===== config.mk =====
export PLATFORM = sky130hd
export DESIGN_NAME = tdm_demux_1to16
export DESIGN_NICKNAME = d
export VERILOG_FILES = /design/src/rtl/tdm_demux_1to16.sv
export SDC_FILE = /design/constraint.sdc
export NUM_CORES = 1
export LEC_CHECK = 0
export ABC_AREA = 1
export ABC_CLOCK_PERIOD_IN_PS = 4100
export CORE_UTILIZATION = 31
export DETAILED_ROUTE_END_ITERATION = 12
export HOLD_SLACK_MARGIN = 0.15
export PLACE_DENSITY_LB_ADDON = 0.15
export SYNTH_ARGS = -nofsm -noshare
export SYNTH_HDL_FRONTEND = slang
export SYNTH_SLANG_ARGS = --single-unit
export TNS_END_PERCENT = 20

===== constraint.sdc =====
create_clock -name clk -period 4.1 [get_ports clk]
set_input_delay 0.615 -clock clk [delete_from_list [all_inputs] [get_ports clk]]
set_output_delay 0.615 -clock clk [all_outputs]
set_load 0.02 [all_outputs]

===== src/rtl/tdm_demux_1to16.sv =====
// Serial TDM receiver: rebuilds one N-bit word per sof-aligned frame.
// Optional trailing even-parity bit when PARITY_EN is defined.
module tdm_demux_1to16 #(
  parameter int SEL_W = 4
) (
  input  logic                  clk,
  input  logic                  rst,
  input  logic                  din,
  input  logic                  din_valid,
  input  logic                  sof,
  output logic [2**SEL_W-1:0]   dout,
  output logic                  dout_valid,
  output logic                  sync_err,
  output logic [SEL_W-1:0]      chan,
  output logic                  par_err
);

  localparam int N = 2**SEL_W;

`ifdef PARITY_EN
  typedef enum logic [1:0] {IDLE, COLLECT, PARITY} state_t;
`else
  typedef enum logic {IDLE, COLLECT} state_t;
`endif

  state_t           state_q, state_d;
  logic [SEL_W-1:0] chan_q, chan_d;
  logic [N-1:0]     shadow_q, shadow_d;
  logic [N-1:0]     dout_q, dout_d;
  logic             dv_q, dv_d;
  logic             se_q, se_d;
`ifdef PARITY_EN
  logic             pe_q, pe_d;
`endif

  always_ff @(posedge clk or posedge rst) begin
    if (rst) begin
      state_q  <= IDLE;
      chan_q   <= '0;
      shadow_q <= '0;
      dout_q   <= '0;
      dv_q     <= 1'b0;
      se_q     <= 1'b0;
`ifdef PARITY_EN
      pe_q     <= 1'b0;
`endif
    end else begin
      state_q  <= state_d;
      chan_q   <= chan_d;
      shadow_q <= shadow_d;
      dout_q   <= dout_d;
      dv_q     <= dv_d;
      se_q     <= se_d;
`ifdef PARITY_EN
      pe_q     <= pe_d;
`endif
    end
  end

  always_comb begin
    state_d  = state_q;
    chan_d   = chan_q;
    shadow_d = shadow_q;
    dout_d   = dout_q;
    dv_d     = 1'b0;
    se_d     = 1'b0;
`ifdef PARITY_EN
    pe_d     = 1'b0;
`endif
    if (din_valid) begin
      // any sof restarts the frame at position 0; mid-frame it is a resync
      if (sof) begin
        se_d        = (state_q != IDLE);
        shadow_d    = '0;
        shadow_d[0] = din;
        chan_d      = SEL_W'(1);
        state_d     = COLLECT;
      end else begin
        case (state_q)
          IDLE: begin
            se_d = 1'b1;
          end
          COLLECT: begin
            shadow_d[chan_q] = din;
            chan_d           = chan_q + SEL_W'(1);
            if (chan_q == SEL_W'(N-1)) begin
`ifdef PARITY_EN
              state_d = PARITY;
`else
              dout_d  = shadow_d;
              dv_d    = 1'b1;
              state_d = IDLE;
`endif
            end
          end
`ifdef PARITY_EN
          PARITY: begin
            dout_d  = shadow_q;
            dv_d    = 1'b1;
            pe_d    = (^shadow_q) ^ din;
            state_d = IDLE;
          end
`endif
          default: begin
            state_d = IDLE;
          end
        endcase
      end
    end
  end

  assign dout       = dout_q;
  assign dout_valid = dv_q;
  assign sync_err   = se_q;
  assign chan       = chan_q;
`ifdef PARITY_EN
  assign par_err    = pe_q;
`else
  assign par_err    = 1'b0;
`endif

endmodule

==> summary.md <==
| Metric | Value |
|---|---|
| Pre-CTS setup slack | 1513 ps |
| CP Class | flop to output pin |
| Detailed placer's ending HPWL | 2830 µm |
| Crit path DAT | 1860 ps |
| H-tree levels | 2 |
| Hold Path Cell Cnt | 2 |
| Die area | 6750 µm² |
| Num ports | 28 |
| Starting DRT DRC Count | 90 |
| Die W | between 80 and 90 µm |
| End point of the worst hold path | dout[0] |
| Multi-input gate area | 883.3 µm² |
| Critical path's top delay family | flip-flops |
| GP Congestion | 0.7725 |
| Unrepaired setup endpoints after global routing | false |
| P_int | around 660 µW |
| Core Util, Final | 0.3939 |
| Tcrit/Tclk final | 0.6025 |
| CTS-repair resized insts | 0 |
| Run status | finished, final reports clean |
| Avg Cell Area, Syn | 7.691 µm² |
| Switching power | 291.8 µW |
| # setup viols final | 0 |
| Post-synth EDFFs | 0 |
| Count leader, synth | nand2_1 |
| Ant. Diodes | 0 |
| Hold buffers post-CTS | 0 |
| Area contributors post-synth | dfrtp_1, nand2_1, nand3_1, ha_1, nand4_1 |
| Clk sink count | 39 |
| Clock Power Share | 0.357 |
| Crit path required time | 3480 ps |
| Hold Worst Slack | 478.1 ps |
| Post CTS Setup Buffer Count | 0 |
| FF/Latch Area | 975.9 µm² |
| Vias in the first global route | 1503 |
| First-pass GRT wire length | 7665 µm |
| Core ar. | 6061 µm² |
| Final TNS setup | 0 ps |
| Area leader, netlist | dfrtp_1 |
| Max IR drop VDD | 0.0002186 V |
| Buffers on Ports | 26 |
| Reg2reg end | dout[5] |
| Max FO, Critical Path | 22 |
| Highest clock rate | about 0.40 GHz |
| Fill count | 640 |
| Worst-margin pin slew | 739.0 ps |
| Tmin final | 2470 ps |
| Hold Fails Final Rpt | 0 |
| Post-Syn Area | roughly 2000 µm² |
| Initial core utilization | 0.3287 |
| Pwr dens | slightly below 400 nW/µm² |
| Buf+Inv Stages, Crit Path | 1 |
| Reg-to-reg startpoint | chan[2] |
| GRT Util Overall | 0.1536 |
| P_leak | 1.262 nW |
| Largest net degree at the start of global routing | 40 |
| Adder-Cell Fraction of Synth Area | 0.04397 |
| Synth top area share | 0.4899 |
| Overall power | 949.7 µW |
| DRC viols | 0 |
| Synth Area in Compound Gates | 0.01319 |
| Clock buffer depth | 2 |
| Asr flop ratio synth | 1.000 |
| Mux cell area share after synthesis | 0 |
| Total number of vias | between 1500 and 2000 |
| Synth top cells by count | nand2_1, dfrtp_1, nand3_1 |
| Grt total ovfl | 0 |
| Initial antenna violation count | 0 |
| Max Cap Violations | 0 |
| Share of layout cells above drive strength 1 | 0.06050 |
| CP max stage cell | dfrtp_1 |
| Post-Synth XOR/XNOR Area | 0.004397 |
| Max incr delay on CP | 820 ps |
| Distinct cells, synth | 20 |
| Largest family of logic cells by synthesized area | simple AND/OR/NAND/NOR gates |
| Final nets | ~300 |
| Slew headroom | 0.5073 |
| Root Driver | clkbuf_8 |
| Worst-path clk slew | 80 ps |
| Clock Skews | approximately 6.3 ps |
| Flop2flop setup slack | 2290 ps |
| Die height | just over 80 µm |
| Depth of the most critical reg-to-reg path | 5 |
| Row cnt | 28 |
| Reg power frac | 0.460 |
| Crit. End Element | output pin |
| Final Worst Setup Slack | 1630 ps |
| TritonCTS clock tree | yes |
| Crit-path cells | clkdlybuf4s50_1 |
| Mapped Nets | 271 |
| Hold Crit Class | flop to flop |
| Drt total wl | between 4000 and 5000 µm |
| Clk Latency, worst-skew pair | 290 ps |
| Simple-gate area share of the yosys netlist | 0.3800 |
| Top FF cell, synth | dfrtp_1 |
| Comb power frac | 0.183 |
| DR WL/cell | 12.63 µm |
| Hold Startpoint | dout[0] |
| DR vias/cell | 4.590 |
| Pins Over Slew Limit | 0 |
| TritonRoute pass-1 iters | 4 |
| Layout area overhead | 19.85% |
| Synth Warn # | 0 |
| #FFs+latches synth | 39 |
| Mapped Cells | 259 |
| Critical path startpoint category | flop |
| Seq/Total Area, Yosys | 0.4899 |
| Sw Ratio | 0.3072 |
| ANT nets after route | 0 |
| TritonCTS Buffers | 5 |
## per-stage QoR
| stage | std cells | instance area (µm²) |
|---|---|---|
| final | 356 | 2387 |
| after global routing | 356 | 2387 |
| after CTS | 356 | 2387 |
| after floorplan | 259 | 1992 |
| after detailed placement | 348 | 2270 |
| after global placement | 348 | 2270 |
## worst max path at each step
stage,startpoint,end,cells past startpoint,slack (ps)
4_1_cts,chan[2],chan[2],1,1620
3_5_place_dp,sof,chan[0],7,1510
3_3_place_gp,sof,chan[0],7,1550
2_1_floorplan,chan[1],dout[0],7,2570
5_1_grt,chan[2],chan[2],1,1540
6_report,chan[2],chan[2],1,1630
## per-layer routing
| layer | vias up | share of wire | GRT usage |
|---|---|---|---|
| li1 | 860 | - | - |
| met1 | 748 | 0.52 | 0.2199 |
| met2 | 20 | 0.44 | 0.2248 |
| met3 | 6 | 0.026 | 0.03626 |
| met4 | 0 | 0.0098 | 0.05263 |
| met5 | - | 0 | 0 |
## logic make-up (layout without fill, tap and decap cells)
logic type / count (synthesis) / in the layout
AOI/OAI and AO/OA: 5 / 5
xor gates and xnor gates: 1 / 1
adders and majority gates: 7 / 7
buffers and inverters: 26 / 48
DFF: 39 / 39
other: 1 / 1
and+or+nand+nor: 180 / 180
## state kept, by name, indices dropped and copies added, names as in the netlist
signal	flops
chan	4
dout	16
dout_valid	1
shadow_q	16
state_q	1
sync_err	1
## worst register-to-register path, stage by stage (launching register included)
cell	delay (ps)
dfrtp_1	820
nand3_1	250
nor2_2	180
nand2_2	250
nand2_1	150
nand2_1	60
## cell usage in the layout, fill, tap and decap left out, drive strengths merged
| master | n |
|---|---|
| o22ai | 1 |
| buf | 1 |
| clkinv | 1 |
| dfrtp | 39 |
| nor2 | 8 |
| nand4 | 13 |
| nand2 | 140 |
| nand3 | 19 |
| conb | 1 |
| bufinv | 1 |
| clkdlybuf4s50 | 26 |
| o21ai | 3 |
| clkbuf | 6 |
| a21oi | 1 |
| inv | 13 |
| ha | 7 |
| xor2 | 1 |
## power groups by stage
| stage | combinational [mW] | sequential, mW | clock [mW] |
|---|---|---|---|
| 5_1_grt | 0.196 | 0.442 | 0.366 |
| 3_3_place_gp | 0.174 | 0.445 | 0 |
| 3_5_place_dp | 0.175 | 0.444 | 0 |
| 6_report | 0.173 | 0.437 | 0.339 |
| 4_1_cts | 0.176 | 0.437 | 0.354 |
| 2_1_floorplan | 0.129 | 0.436 | 0 |
## area by class of cell
class,count,area share
clock buffer,6,0.03459
clock inverter,2,0.01468
inverter,13,0.02044
multi-input combinational,194,0.3700
sequential,39,0.4088
tap,75,0.03931
timing repair buffer,27,0.1122
(Power assumes the default switching activity.)
